[config.mk]
export PLATFORM = sky130hd
export DESIGN_NAME = de_regfile_sb
export DESIGN_NICKNAME = d
export VERILOG_FILES = /design/src/rtl/de_regfile_sb.sv
export SDC_FILE = /design/constraint.sdc
export NUM_CORES = 2
export LEC_CHECK = 0
export ABC_CLOCK_PERIOD_IN_PS = 5210
export BUFFER_PORTS_ARGS = -buffer_cell sky130_fd_sc_hd__buf_2
export CELL_PAD_IN_SITES_DETAIL_PLACEMENT = 0
export CELL_PAD_IN_SITES_GLOBAL_PLACEMENT = 1
export CORE_MARGIN = 4
export CORE_UTILIZATION = 52
export CTS_CLUSTER_DIAMETER = 200
export DETAILED_ROUTE_END_ITERATION = 10
export GPL_ROUTABILITY_DRIVEN = 0
export PLACE_DENSITY = 0.95
export SETUP_SLACK_MARGIN = 0.5
export SLEW_MARGIN = 20
export SYNTH_ARGS = -nofsm -noshare
export SYNTH_HDL_FRONTEND = slang
export SYNTH_SLANG_ARGS = --single-unit
[constraint.sdc]
create_clock -name clk -period 5.21 [get_ports clk]
set_input_delay 0.2605 -clock clk [delete_from_list [all_inputs] [get_ports clk]]
set_output_delay 0.2605 -clock clk [all_outputs]
set_load 0.005 [all_outputs]
[src/rtl/de_regfile_sb.sv]
// DE-side register file, CSR file and in-flight scoreboard fed by the writeback bus; optional WB_BYPASS_EN forwards same-cycle WB data.
// Latency: reads and stall_DE are combinational; writes and counter updates are visible the cycle after.
// Backpressure: stall_DE holds DE while a used source is busy; DE must not issue while it is high.
module de_regfile_sb #(
  parameter int NUM_REGS    = 32,
  parameter int SB_CNT_BITS = 2
) (
  input  logic        clk,
  input  logic        reset,
  input  logic [50:0] from_WB_to_DE,
  input  logic [4:0]  rs1,
  input  logic [4:0]  rs2,
  input  logic        rs1_used,
  input  logic        rs2_used,
  output logic [31:0] rs1_val,
  output logic [31:0] rs2_val,
  input  logic [11:0] csr_rdno,
  output logic [31:0] csr_rdval,
  input  logic        issue_valid,
  input  logic        issue_wr_reg,
  input  logic [4:0]  issue_rd,
  output logic        stall_DE,
  output logic        sb_error
);

  typedef struct packed {
    logic        wr_reg;
    logic [4:0]  wregno;
    logic [31:0] regval;
    logic [11:0] wcsrno;
    logic        wr_csr;
  } wb_bus_t;

  localparam logic [SB_CNT_BITS-1:0] CNT_MAX = '1;
  localparam logic [SB_CNT_BITS-1:0] CNT_ONE = SB_CNT_BITS'(1);

  wb_bus_t wb;
  assign wb = wb_bus_t'(from_WB_to_DE);

  logic [NUM_REGS-1:0][31:0]            regs;
  logic [NUM_REGS-1:0][SB_CNT_BITS-1:0] cnt;
  logic [3:0][31:0]                     csrs;
  logic [NUM_REGS-1:0]                  inc_v, dec_v, ovf, unf;
  logic                                 wb_reg_wr, sb_inc;
  logic [2:0]                           csr_wsel, csr_rsel;

  assign wb_reg_wr = wb.wr_reg && (wb.wregno != 5'd0);
  assign sb_inc    = issue_valid && issue_wr_reg && (issue_rd != 5'd0);

  // Returns {implemented, index}
  function automatic logic [2:0] csr_decode(input logic [11:0] addr);
    case (addr)
      12'h300: return 3'b100;
      12'h305: return 3'b101;
      12'h341: return 3'b110;
      12'h342: return 3'b111;
      default: return 3'b000;
    endcase
  endfunction

  assign csr_wsel = csr_decode(wb.wcsrno);
  assign csr_rsel = csr_decode(csr_rdno);

  always_ff @(posedge clk) begin
    if (reset) begin
      regs <= '0;
    end else if (wb_reg_wr) begin
      regs[wb.wregno] <= wb.regval;
    end
  end

  always_ff @(posedge clk) begin
    if (reset) begin
      csrs <= '0;
    end else if (wb.wr_csr && csr_wsel[2]) begin
      csrs[csr_wsel[1:0]] <= wb.regval;
    end
  end

  // A matching issue and writeback on one register cancel; saturation flags an error instead of wrapping.
  always_comb begin
    inc_v = '0;
    dec_v = '0;
    if (sb_inc)    inc_v[issue_rd]  = 1'b1;
    if (wb_reg_wr) dec_v[wb.wregno] = 1'b1;
    for (int r = 0; r < NUM_REGS; r++) begin
      ovf[r] = inc_v[r] && !dec_v[r] && (cnt[r] == CNT_MAX);
      unf[r] = dec_v[r] && !inc_v[r] && (cnt[r] == '0);
    end
  end

  always_ff @(posedge clk) begin
    if (reset) begin
      cnt <= '0;
    end else begin
      for (int r = 0; r < NUM_REGS; r++) begin
        if (inc_v[r] && !dec_v[r] && !ovf[r]) begin
          cnt[r] <= cnt[r] + CNT_ONE;
        end else if (dec_v[r] && !inc_v[r] && !unf[r]) begin
          cnt[r] <= cnt[r] - CNT_ONE;
        end
      end
    end
  end

  always_ff @(posedge clk) begin
    if (reset) begin
      sb_error <= 1'b0;
    end else if (|ovf || |unf) begin
      sb_error <= 1'b1;
    end
  end

  function automatic logic busy(input logic [4:0] r);
`ifdef WB_BYPASS_EN
    return (cnt[r] > CNT_ONE) || ((cnt[r] == CNT_ONE) && !dec_v[r]);
`else
    return cnt[r] != '0;
`endif
  endfunction

  function automatic logic [31:0] read_reg(input logic [4:0] r);
    if (r == 5'd0) return 32'd0;
`ifdef WB_BYPASS_EN
    if (wb_reg_wr && (wb.wregno == r)) return wb.regval;
`endif
    return regs[r];
  endfunction

  always_comb begin
    rs1_val   = read_reg(rs1);
    rs2_val   = read_reg(rs2);
    stall_DE  = (rs1_used && busy(rs1)) || (rs2_used && busy(rs2));
    csr_rdval = 32'd0;
    if (csr_rsel[2]) begin
      csr_rdval = csrs[csr_rsel[1:0]];
`ifdef WB_BYPASS_EN
      if (wb.wr_csr && (wb.wcsrno == csr_rdno)) csr_rdval = wb.regval;
`endif
    end
  end

endmodule

Word-level counts from Yosys, hierarchy flattened
Index checks and enable logic that the tools add are counted.
{ "totals": {"out_inout_bits": 98, "regBits": 1217} }
{ "classes": {"muxes": 95, "add_sub_neg": 64, "n_lt_le_gt_ge": 9, "n_eq_ne": 40, "reduce_logical": 403} }
{ "ops": {"columns": ["cell", "count"], "rows": [
  ["$bwmux 1024", 1],
  ["$mux 32", 12],
  ["$bmux 32 s5", 2],
  ["$logic_and 1x1->1", 201],
  ["$demux 32 s5", 1],
  ["$mux 2", 66],
  ["$bwmux 128", 1],
  ["$logic_not 1->1", 128],
  ["$eq 12x10->1 const B", 8],
  ["$reduce_bool 2->1", 34],
  ["$add 2x1->2 const B", 32],
  ["$bmux 32 s2", 1],
  ["$demux 32 s2", 1],
  ["$eq 2x2->1 const B", 32],
  ["$logic_not 2->1", 32],
  ["$reduce_or 32->1", 2],
  ["$sub 2x1->2 const B", 32],
  ["$lt 5x6->1 const B", 4],
  ["$pmux 3 s4", 2],
  ["$bmux 2 s5", 2],
  ["$demux 1 s5", 2],
  ["$ge 5x1->1 const B", 2],
  ["$logic_not 5->1", 2],
  ["$reduce_bool 5->1", 2],
  ["4 further kinds", 9]
]} }

Depth between registers and ports, before layout
{ "logic_depth": {"depth_word": 12, "mapped_depth": 8, "ltp_nobuf": 6} }

Worst setup path after synthesis
No wires, ideal clock.
{ "synth_timing": {"path_type": "input port to output port", "start": "in rs1[0]", "end": "out rs1_val[11]", "slack_ps": 2741, "t_required_ps": 4950, "t_arrival_ps": 2209, "path_stages": 7, "path_cell_list": "clkbuf_1 buf_2 buf_2 mux4_2 mux4_2 mux2i_1 nor2_1"} }
{ "synth_between": {"elab_chain_len": 3, "word_cells_on_any_way": 5} }
{ "synth_rtl": {"columns": ["element", "line_no", "text"], "rows": [
  ["from (decl)", "11", "input logic [4:0] rs1,"],
  ["$bmux 32 s5 / $logic_not 5->1 (equally long branches)", "127, 123", null],
  ["$mux 32 (implied by the code) / $mux 1 (equally long branches)", "127, 123", null],
  ["$mux 32 (*)", "127", "return regs[r];"],
  ["to (decl)", "15", "output logic [31:0] rs1_val,"]
]} }
Every way passes the cells marked *; elsewhere a longest branch is shown, timed or not. The select of a mux whose other input is x is not followed.

Final worst setup path
{ "layout_timing": {"start": "in rs2[0]", "end": "out rs2_val[8]"} }
{ "layout_between": {"elab_chain_len": 3, "word_cells_on_any_way": 5} }
{ "layout_rtl": {"columns": ["element", "line_no", "text"], "rows": [
  ["from (decl)", "12", "input logic [4:0] rs2,"],
  ["$bmux 32 s5 / $logic_not 5->1 (equally long branches)", "127, 123", null],
  ["$mux 32 (implied by the code) / $mux 1 (equally long branches)", "127, 123", null],
  ["$mux 32 (*)", "127", null],
  ["to (decl)", "16", "output logic [31:0] rs2_val,"]
]} }
Marks and branches as above.

==> impl_results.md <==
- Static leakage: 22.0 nW
- Vias: 56210
- Status: completed
- Worst Skew: 0.0466 ns
- Final Critical Period: 3.66 ns
- Least-Margin Pin Slew: 1.30 ns
- Critical path data arrival time: 3.40 ns
- EDFF count, synth: 0
- Largest net degree at the start of global routing: 183
- Num CTS Buffers: 121
- Postcts setup bufs: 0
- Gr ovfl total: 0
- Total track usage: 36.0%
- CP Max Fanout: 65
- Final Max Tran Viols: 0
- I/O pin count: 182
- DRT antenna net count: 0
- Req. time, crit path: 4.95 ns
- Worst path slowest cell: buf_4
- Post-route cell area: 0.0677 mm2
- Max_slew headroom: 12.6%
- Placed Area: 0.0633 mm2
- Max IR drop VDD: 0.310 mV
- Fin cells: 8220
- Worst path cell trace: buf_8 > buf_4 > mux4_2 > mux4_2 > mux2i_1 > nor2_1 > buf_2
- Clock sink count: 1217
- Clock transition at the registers of the reported paths: 0.06 ns
- Endpoints failing hold: 0
- Number of H-tree levels: 3
- Synth top area share: 39.6%
- Seq. cell area: 0.0244 mm2
- Post-synth cell types: 57
- CTS Root Cell: clkbuf_16
- Clock tree buffer depth: 3
- Worst Setup Path Type: in -> out
- Fin crit share: 70.2%
- Cells after DPL: 7984
- Average size of a mapped cell: 8.97 um2
- Prevailing post-synth register cell: dfxtp_1
- Mapped Cells: 6863
- Synth top area cells: dfxtp_1 40%, mux4_2 24%, nand2_1 15%, a21oi_1 9.2%, clkbuf_1 3.7%
- Post-synth design cell area: 0.0615 mm2
- Post-cts sizing count: 0
- Wire per inst: 28.3 um
- Height of the chip: 352 um
- Most frequent cells in the layout: 2345 x nand2_1, 1217 x dfxtp_1, 1136 x a21oi_1
- Crit path launch type: primary input
- Syn nets: 6947
- Post-route setup TNS: 0 ns
- Total Nets Final: 6668
- DRC viols: 0
- DP HPWL: 127000 um
- Antenna violations before repair: 11
- Area of the multi-input gates: 0.0348 mm2
- Share of layout cells above drive strength 1: 19.0%
- Post-CTS Hold Buffers: 0
- Worst Hold Class: in -> reg
- Core Area: 0.117 mm2
- Clock Latency Late Sink: 0.76 ns
- Worst Setup End Kind: output port
- Most frequent CP cell: mux4_2
- FF-to-FF setup slack: 2.92 ns
- Seq/Total Area, Yosys: 39.6%
- Dpl ws: 1.60 ns
- Flops & latches, synth: 1217
- Fill cells: 9721
- Vias in the first global route: 53063
- Crit path largest cell delay: 0.62 ns
- Setup ws final: 1.55 ns
- Post-Route WL: 233000 um
- IO buf count: 181
- Max frequency: 274 MHz
- Initial Util: 52.7%
- Maxcap violations: 0
- Min Hold Slack: 0.0760 ns
- Drt pass-1 iters: 7
- Die W: 352 um
- Yosys warns: 0
- Area growth from synthesis to layout: 10.0%
- Avg Vias per Cell: 6.84
- Pwr dens: 302 mW/mm2
- Cell type with the highest aggregate area in the netlist: dfxtp_1
- Setup repair after global routing missed its margin: false
- CTS tree: built
- Async S/R FF share, synth: 0%
- Die ar.: 0.124 mm2
- Setup violations, final: 0
- First-pass GRT wire length: 340000 um
- Row cnt: 125
- DRT iter0 DRCs: 9101
- Most common cell after layout, fill and taps aside: nand2_1
final timing paths:
kind	start	end	depth (start not counted)
worst max-delay path	rs2[0]	rs2_val[8]	7
worst min-delay path	reset	regs[1]	2
worst max register to register	cnt[30]	sb_error	5
worst min register to register	csrs[89]	csrs[89]	2
cell families after synthesis:
kind of cell | count (synthesis) | share of synthesized area [%]
xor gates and xnor gates | 2 | 0.0285
DFF | 1217 | 39.6
and+or+nand+nor | 2793 | 17.9
AOI/OAI and AO/OA | 1378 | 12.2
muxes | 758 | 25.8
buffers and inverters | 715 | 4.51
registers in the layout (all words and copies together), names as in the netlist:
name      count
regs       1024
csrs        128
cnt          64
sb_error      1
routing by layer:
layer / GRT usage (%) / vias to the layer above / share of wire, %
li1: - / 23443 / -
met1: 45.0 / 26941 / 34
met2: 53.8 / 4620 / 43
met3: 11.1 / 1192 / 15
met4: 24.3 / 14 / 7.9
met5: 0 / - / 0.041
synth_stat cells (32+ instances only):
master       n
o21a_1      32
mux2i_1     98
a311oi_1    33
nand2_1   2377
dfxtp_1   1217
o21ai_0     52
o22a_1      32
buf_2       74
mux4_2     660
a21oi_1   1136
clkbuf_1   606
nor2b_1     36
nand3_1     53
nor2_1     220
through the flow:
step	power, mW	util, %
after floorplan	10.5	-
after CTS	20.4	57.9
final	20.4	57.9
after detailed placement	10.9	54.1
after global placement	10.9	54.0
after global routing	20.8	57.9
where the power goes:
part | internal (mW) | switching [mW]
clock | 5.60 | 4.03
combinational | 0.415 | 0.969
sequential | 9.36 | 0.0472
final cells by class:
cell class	count	share of cell area, %
Clock inverter	61	1.27
Antenna cell	5	0.0185
Tap cell	1524	2.82
Timing Repair Buffer	305	3.22
Sequential cell	1217	36.0
Multi-Input combinational cell	4931	51.4
Inverter	8	0.0591
Clock buffer	169	5.23
worst max-delay path, delay by kind of cell:
kind / cells / cell delay [ns]
simple gates: 1 / 0.13
buf+inv: 3 / 1.42
mux: 3 / 1.50
Power figures use the tool's default switching activity.
